[src/rtl/td4_sequencer.sv]
`default_nettype none
// ============================================================================
// Module      : td4_sequencer
// Description : TD4 fetch/decode/execute sequencer with run/step/halt control,
//               breakpoint and programmable inter-instruction tick divider.
//               opecode encoding: 0-7 per raw opcode 0000-0111, 8 OUT_B,
//               9 OUT_IMM, 10 JNC_IMM, 11 JMP_IMM, 15 INVALID.
// Revision    : 1.0 - initial release
// ============================================================================
module td4_sequencer #(
    parameter int TICK_DIV = 4,
    parameter int CNT_W    = 16
) (
    input  logic             clk,
    input  logic             rst,
    input  logic             run,
    input  logic             step,
    input  logic             halt,
    input  logic             bp_en,
    input  logic [3:0]       bp_addr,
    input  logic [3:0]       pc,
    output logic [3:0]       rom_addr,
    input  logic [7:0]       rom_data,
    output logic [3:0]       opecode,
    output logic [3:0]       imm,
    output logic             alu_en,
    output logic             busy,
    output logic             halted,
    output logic             bp_hit,
    output logic [CNT_W-1:0] instr_count
);

    localparam logic [2:0] c_ST_HALT   = 3'd0;
    localparam logic [2:0] c_ST_WAIT   = 3'd1;
    localparam logic [2:0] c_ST_FETCH  = 3'd2;
    localparam logic [2:0] c_ST_DECODE = 3'd3;
    localparam logic [2:0] c_ST_EXEC   = 3'd4;
    localparam logic [2:0] c_ST_RETIRE = 3'd5;

    localparam logic [3:0] c_OP_ADD_A_IMM = 4'd0;
    localparam logic [3:0] c_OP_MOV_A_B   = 4'd1;
    localparam logic [3:0] c_OP_IN_A      = 4'd2;
    localparam logic [3:0] c_OP_MOV_A_IMM = 4'd3;
    localparam logic [3:0] c_OP_MOV_B_A   = 4'd4;
    localparam logic [3:0] c_OP_ADD_B_IMM = 4'd5;
    localparam logic [3:0] c_OP_IN_B      = 4'd6;
    localparam logic [3:0] c_OP_MOV_B_IMM = 4'd7;
    localparam logic [3:0] c_OP_OUT_B     = 4'd8;
    localparam logic [3:0] c_OP_OUT_IMM   = 4'd9;
    localparam logic [3:0] c_OP_JNC_IMM   = 4'd10;
    localparam logic [3:0] c_OP_JMP_IMM   = 4'd11;
    localparam logic [3:0] c_OP_INVALID   = 4'd15;

    localparam logic [15:0] c_TICK_LAST = 16'(TICK_DIV - 1);

    logic [2:0]       r_state;
    logic [2:0]       w_state_nxt;
    logic [15:0]      r_tick;
    logic             r_pend_halt;
    logic             r_resume_skip;
    logic             r_step_mode;
    logic             r_bp_hit;
    logic [3:0]       r_opecode;
    logic [3:0]       r_imm;
    logic             r_alu_en;
    logic             r_busy;
    logic             r_halted;
    logic [CNT_W-1:0] r_instr_count;
    logic             w_bp_match;
    logic             w_alu_en_nxt;
    logic             w_busy_nxt;
    logic             w_halted_nxt;
    logic [3:0]       w_op_dec;

    assign w_bp_match = bp_en && (pc == bp_addr) && !r_resume_skip;

    always_ff @(posedge clk or posedge rst) begin
        if (rst) begin
            r_state <= c_ST_HALT;
        end else begin
            r_state <= w_state_nxt;
        end
    end

    always_comb begin
        w_state_nxt = r_state;
        case (r_state)
            c_ST_HALT: begin
                if (!halt) begin
                    if (step) begin
                        w_state_nxt = c_ST_FETCH;
                    end else if (run) begin
                        w_state_nxt = c_ST_WAIT;
                    end
                end
            end
            c_ST_WAIT: begin
                if (r_pend_halt || halt || !run) begin
                    w_state_nxt = c_ST_HALT;
                end else if (r_tick == c_TICK_LAST) begin
                    w_state_nxt = c_ST_FETCH;
                end
            end
            c_ST_FETCH:  w_state_nxt = w_bp_match ? c_ST_HALT : c_ST_DECODE;
            c_ST_DECODE: w_state_nxt = c_ST_EXEC;
            c_ST_EXEC:   w_state_nxt = c_ST_RETIRE;
            c_ST_RETIRE: begin
                // A halt arriving in the retire cycle itself is honoured directly.
                if (r_pend_halt || halt || (r_step_mode && !run)) begin
                    w_state_nxt = c_ST_HALT;
                end else begin
                    w_state_nxt = c_ST_WAIT;
                end
            end
            default: w_state_nxt = c_ST_HALT;
        endcase
    end

    always_comb begin
        w_alu_en_nxt = (w_state_nxt == c_ST_EXEC);
        w_halted_nxt = (w_state_nxt == c_ST_HALT);
        w_busy_nxt   = (w_state_nxt == c_ST_FETCH) || (w_state_nxt == c_ST_DECODE) ||
                       (w_state_nxt == c_ST_EXEC)  || (w_state_nxt == c_ST_RETIRE);
    end

    always_comb begin
        w_op_dec = c_OP_INVALID;
        case (rom_data[7:4])
            4'b0000: w_op_dec = c_OP_ADD_A_IMM;
            4'b0001: w_op_dec = c_OP_MOV_A_B;
            4'b0010: w_op_dec = c_OP_IN_A;
            4'b0011: w_op_dec = c_OP_MOV_A_IMM;
            4'b0100: w_op_dec = c_OP_MOV_B_A;
            4'b0101: w_op_dec = c_OP_ADD_B_IMM;
            4'b0110: w_op_dec = c_OP_IN_B;
            4'b0111: w_op_dec = c_OP_MOV_B_IMM;
            4'b1001: w_op_dec = c_OP_OUT_B;
            4'b1011: w_op_dec = c_OP_OUT_IMM;
            4'b1110: w_op_dec = c_OP_JNC_IMM;
            4'b1111: w_op_dec = c_OP_JMP_IMM;
            default: w_op_dec = c_OP_INVALID;
        endcase
    end

    always_ff @(posedge clk or posedge rst) begin
        if (rst) begin
            r_tick        <= 16'd0;
            r_pend_halt   <= 1'b0;
            r_resume_skip <= 1'b0;
            r_step_mode   <= 1'b0;
            r_bp_hit      <= 1'b0;
            r_opecode     <= c_OP_INVALID;
            r_imm         <= 4'd0;
            r_alu_en      <= 1'b0;
            r_busy        <= 1'b0;
            r_halted      <= 1'b1;
            r_instr_count <= '0;
        end else begin
            r_alu_en <= w_alu_en_nxt;
            r_busy   <= w_busy_nxt;
            r_halted <= w_halted_nxt;

            if ((r_state == c_ST_WAIT) && (w_state_nxt == c_ST_WAIT)) begin
                r_tick <= r_tick + 16'd1;
            end else begin
                r_tick <= 16'd0;
            end

            if (w_state_nxt == c_ST_HALT) begin
                r_pend_halt <= 1'b0;
            end else if (halt && r_busy) begin
                r_pend_halt <= 1'b1;
            end

            if ((r_state == c_ST_HALT) && (w_state_nxt != c_ST_HALT)) begin
                r_resume_skip <= 1'b1;
                r_bp_hit      <= 1'b0;
            end else begin
                if (r_state == c_ST_RETIRE) begin
                    r_resume_skip <= 1'b0;
                end
                if ((r_state == c_ST_FETCH) && w_bp_match) begin
                    r_bp_hit <= 1'b1;
                end
            end

            // Remembers whether the instruction now starting was launched by step.
            if (w_state_nxt == c_ST_FETCH) begin
                r_step_mode <= (r_state == c_ST_HALT);
            end

            if (r_state == c_ST_DECODE) begin
                r_opecode <= w_op_dec;
                r_imm     <= rom_data[3:0];
            end

            if (r_state == c_ST_EXEC) begin
                r_instr_count <= r_instr_count + CNT_W'(1);
            end
        end
    end

    assign rom_addr    = (r_state == c_ST_FETCH) ? pc : 4'd0;
    assign opecode     = r_opecode;
    assign imm         = r_imm;
    assign alu_en      = r_alu_en;
    assign busy        = r_busy;
    assign halted      = r_halted;
    assign bp_hit      = r_bp_hit;
    assign instr_count = r_instr_count;

endmodule
`default_nettype wire

[config.mk]
export PLATFORM = sky130hd
export DESIGN_NAME = td4_sequencer
export DESIGN_NICKNAME = d
export VERILOG_FILES = /design/src/rtl/td4_sequencer.sv
export SDC_FILE = /design/constraint.sdc
export NUM_CORES = 1
export LEC_CHECK = 0
export BUFFER_PORTS_ARGS = -buffer_cell sky130_fd_sc_hd__buf_2
export CAP_MARGIN = 5
export CORE_MARGIN = 2
export CORE_UTILIZATION = 48
export DETAILED_ROUTE_END_ITERATION = 10
export GPL_TIMING_DRIVEN = 0
export PLACE_DENSITY_LB_ADDON = 0.2
export SLEW_MARGIN = 20
export SYNTH_ARGS = -nofsm -noshare
export SYNTH_HDL_FRONTEND = slang
export SYNTH_SLANG_ARGS = --single-unit
export TNS_END_PERCENT = 1
[constraint.sdc]
create_clock -name clk -period 1.67 [get_ports clk]
set_clock_uncertainty 0.05 [all_clocks]
set_input_delay 0.334 -clock clk [delete_from_list [all_inputs] [get_ports clk]]
set_output_delay 0.334 -clock clk [all_outputs]
set_load 0.01 [all_outputs]
==> summary.md <==
| Metric | Value |
|---|---|
| Post-synthesis sequential area ratio | `between 50% and 60%` |
| Power density of the placed cells | `roughly 1200 nW/um^2` |
| Number of placed cells counting well taps | `around 360` |
| Starting DRC count in detailed routing | `77` |
| WHS Endpoint | `imm[0]` |
| Number of nets produced by synthesis | `267` |
| Synth Cell Area | `~2400 um^2` |
| Routed wire length per instance | `13.0 um` |
| Prevailing post-synth register cell | `sky130_fd_sc_hd__dfrtp_1` |
| Chip Height | `75.0 um` |
| Critical Path Source Type | `flop` |
| Cell with the most instances after synthesis | `sky130_fd_sc_hd__dfrtp_1` |
| First-pass detailed-route iteration total | `4` |
| Area of the multi-input gates | `around 1200 um^2` |
| Lkg Pwr | `around 1.4 nW` |
| Clock Path Buffers | `2` |
| Ys async rst share | `100%` |
| Final weighted congestion of routability-driven global placement | `approximately 0.80` |
| Time the worst path needs with I/O delays and setup | `1.79 ns` |
| Cells along the critical path | `or3b_2 -> a211oi_1 -> nor3_1 -> o22a_1` |
| Worst VDD drop | `roughly 440 uV` |
| Total number of H-tree levels | `2` |
| Number of register bits inferred by synthesis | `50` |
| Worst Hold Class | `in -> reg` |
| # IOs | `54` |
| Area growth, synth to finish | `29.2%` |
| Die span in x | `between 70 and 80 um` |
| CTS root buf | `sky130_fd_sc_hd__clkbuf_8` |
| Later-pin clock latency in the skew report | `0.31 ns` |
| Mean post-synth cell area | `~10 um^2` |
| Num CTS Buffers | `5` |
| Initial antenna violation count | `0` |
| Number of cells on the worst hold path | `3` |
| Setup TNS | `-0.311 ns` |
| Bufs and invs on worst path | `0` |
| Final Max Tran Viols | `0` |
| Register-to-register path setup slack | `-0.12 ns` |
| Register cell area after layout | `~1300 um^2` |
| Setup slack at placement | `-0.219 ns` |
| Total count of hold-check failures in the final report | `0` |
| Library cell with the largest summed area after synthesis | `sky130_fd_sc_hd__dfrtp_1` |
| Maximum fanout along the worst path | `8` |
| Result of the run | `finished, violations left` |
| Number of enable flip-flop cells after synthesis | `0` |
| TritonCTS clock tree | `done` |
| Gate family responsible for the most delay along the worst path | `simple AND/OR/NAND/NOR gates` |
| Layout Cells excl Fill | `approximately 380` |
| DR DRC count | `0` |
| Min-delay src | `rom_data[0]` |
| Net count reported at finish | `around 340` |
| Number of buffer cells added on primary ports | `53` |
| Cell type of the slowest stage on the worst timing path | `sky130_fd_sc_hd__or3b_2` |
| Critical R2R Launch | `r_state[0]` |
| Largest net degree at the start of global routing | `36` |
| Tightest slew margin relative to the limit | `between 70% and 80%` |
| Count of antenna-violating nets left after detailed routing | `0` |
| Violations in the final reports | `negative setup slack` |
| Kind of critical path | `reg -> reg` |
| Library cells used by synthesis | `44` |
| CTS Sinks | `50` |
| Global Route Usage Sum | `between 15 and 20%` |
| Share of cells above drive strength 1 | `a little over a third` |
| Share of the clock period used by the worst path after layout | `107%` |
| CP peak stage delay | `between 0.4 and 0.5 ns` |
| Fillers | `400` |
| Setup repair after global routing missed its margin | `true` |
| Top cells by area, synth | `sky130_fd_sc_hd__dfrtp_1, sky130_fd_sc_hd__xor2_1, sky130_fd_sc_hd__dfstp_2` |
| First-pass GRT wire length | `7760 um` |
| Slew at the pin with the worst max-slew slack | `between 0.4 and 0.5 ns` |
| Critical Path End Type | `flop` |
| Std-Cell Core Area | `4790 um^2` |
| Number of violations of the max-capacitance limit | `0` |
| Maximum clock frequency | `~0.56 GHz` |
| Worst endpoint data arrival time | `roughly 1.9 ns` |
| Total die area | `about 5600 um^2` |
| Count of vias placed by the detailed router | `2001` |
| Yosys warns | `0` |
| Final Setup Violations | `8` |
| Cell count after synthesis | `approximately 240` |
| Post-layout utilization of the core | `65.3%` |
| DP Wirelength | `3370 um` |
| Post-detailed-routing wire length | `slightly below 5000 um` |
| Min setup slack post-route | `-0.115 ns` |
| Overflow left after global routing | `0` |
| Number of inserted diodes | `0` |
| Routed vias/inst | `about 5.3` |
| Top cell types by occurrence after synthesis | `sky130_fd_sc_hd__dfrtp_1, sky130_fd_sc_hd__nand2_1, sky130_fd_sc_hd__nor2_1, sky130_fd_sc_hd__xor2_1, sky130_fd_sc_hd__xnor2_1` |
| Data required time of the worst path | `~1.8 ns` |
| Clock-pin transition on the worst setup and hold timing paths | `0.09 ns` |
| Worst reg-to-reg path cell count | `4` |
| Via count of the first global-routing pass | `approximately 1800` |
| Share of the synthesized area in the top cell type | `roughly 47%` |
| Worst reg2reg path endpoint | `bp_hit` |
| Row count | `25` |
| Initial core utilization | `50.5%` |
## worst register-to-register path, cell delays in order, from the launching register on
cell and delay [ns]:
sky130_fd_sc_hd__dfrtp_2 0.48, sky130_fd_sc_hd__or3b_2 0.49, sky130_fd_sc_hd__a211oi_1 0.33, sky130_fd_sc_hd__nor3_1 0.12, sky130_fd_sc_hd__o22a_1 0.21
## area by class of cell
cell class | count | area share [%]
plain buffers | 5 | 1.44
clock buffers | 6 | 2.32
clock inverters | 2 | 1.24
inverters | 9 | 1.08
multi-input cells | 179 | 39.3
flip-flops and latches | 50 | 40.5
well taps | 67 | 2.68
repair buffers | 63 | 11.4
## through the flow
stage,hold slack (ns),cell area [um^2],total power [mW]
2_1_floorplan,0.367,2420,2.25
3_3_place_gp,0.402,2770,2.59
3_5_place_dp,0.277,2790,2.62
4_1_cts,0.156,3010,3.61
5_1_grt,0.164,3120,3.90
6_report,0.162,3120,3.63
## state kept, by name, indices dropped and copies added, names as in the netlist, 3 cells and up
signal,cells
imm,4
instr_count,16
r_state,3
opecode,4
r_tick,16
## cells by family after synthesis
logic type | after synthesis | share of synthesized area (%)
compound gates | 24 | 5.90
xor+xnor | 29 | 10.5
fa+ha+maj | 2 | 1.04
buf+inv | 14 | 2.23
flops | 50 | 52.0
mux | 1 | 0.466
simple gates | 123 | 27.8
## cell usage in the layout, fill, tap and decap left out, drive strengths merged, types with 2 or more instances in the layout
cell,n
a21oi,6
and2,6
and3,3
and4,3
buf,65
clkbuf,8
dfrtp,45
dfstp,5
ha,2
inv,9
nand2,30
nand2b,4
nand3,13
nand3b,2
nand4,9
nand4bb,2
nor2,21
nor3,8
nor3b,3
nor4,5
o21ai,10
o31ai,2
or2,2
or3,5
or3b,2
xnor2,13
xor2,16
## per-layer routing
layer / vias up / wire length (um) / track usage (%)
met1: 954 / 2310 / 23.6
met2: 57 / 2300 / 29.1
li1: 981 / - / -
met5: - / 0 / 0
met4: 0 / 92 / 8.13
met3: 9 / 267 / 4.42
## worst max-delay path by stage
stage,to,from,depth (start not counted)
after floorplan,halted,r_state[1],4
after global placement,imm[0],rst,2
after detailed placement,r_tick[8],r_tick[0],7
after CTS,bp_hit,r_state[0],4
after global routing,bp_hit,r_state[0],4
final,bp_hit,r_state[0],4
## power breakdown
part	switching (mW)	internal, mW	leakage (nW)
logic	0.572	0.528	0.739
registers	0.194	1.48	0.643
clock network	0.405	0.450	0.0554
total	1.17	2.46	1.44
## timing repair
item / in CTS / in global routing
pin swaps: 3 / 6
gates cloned: 0 / 0
setup buffers: 5 / 3
hold endpoints to repair: 15 / 0
endpoints found under the setup margin: 27 / 35
resized for setup: 16 / 25
hold buffers: 1 / 0
(Power assumes the default switching activity.)
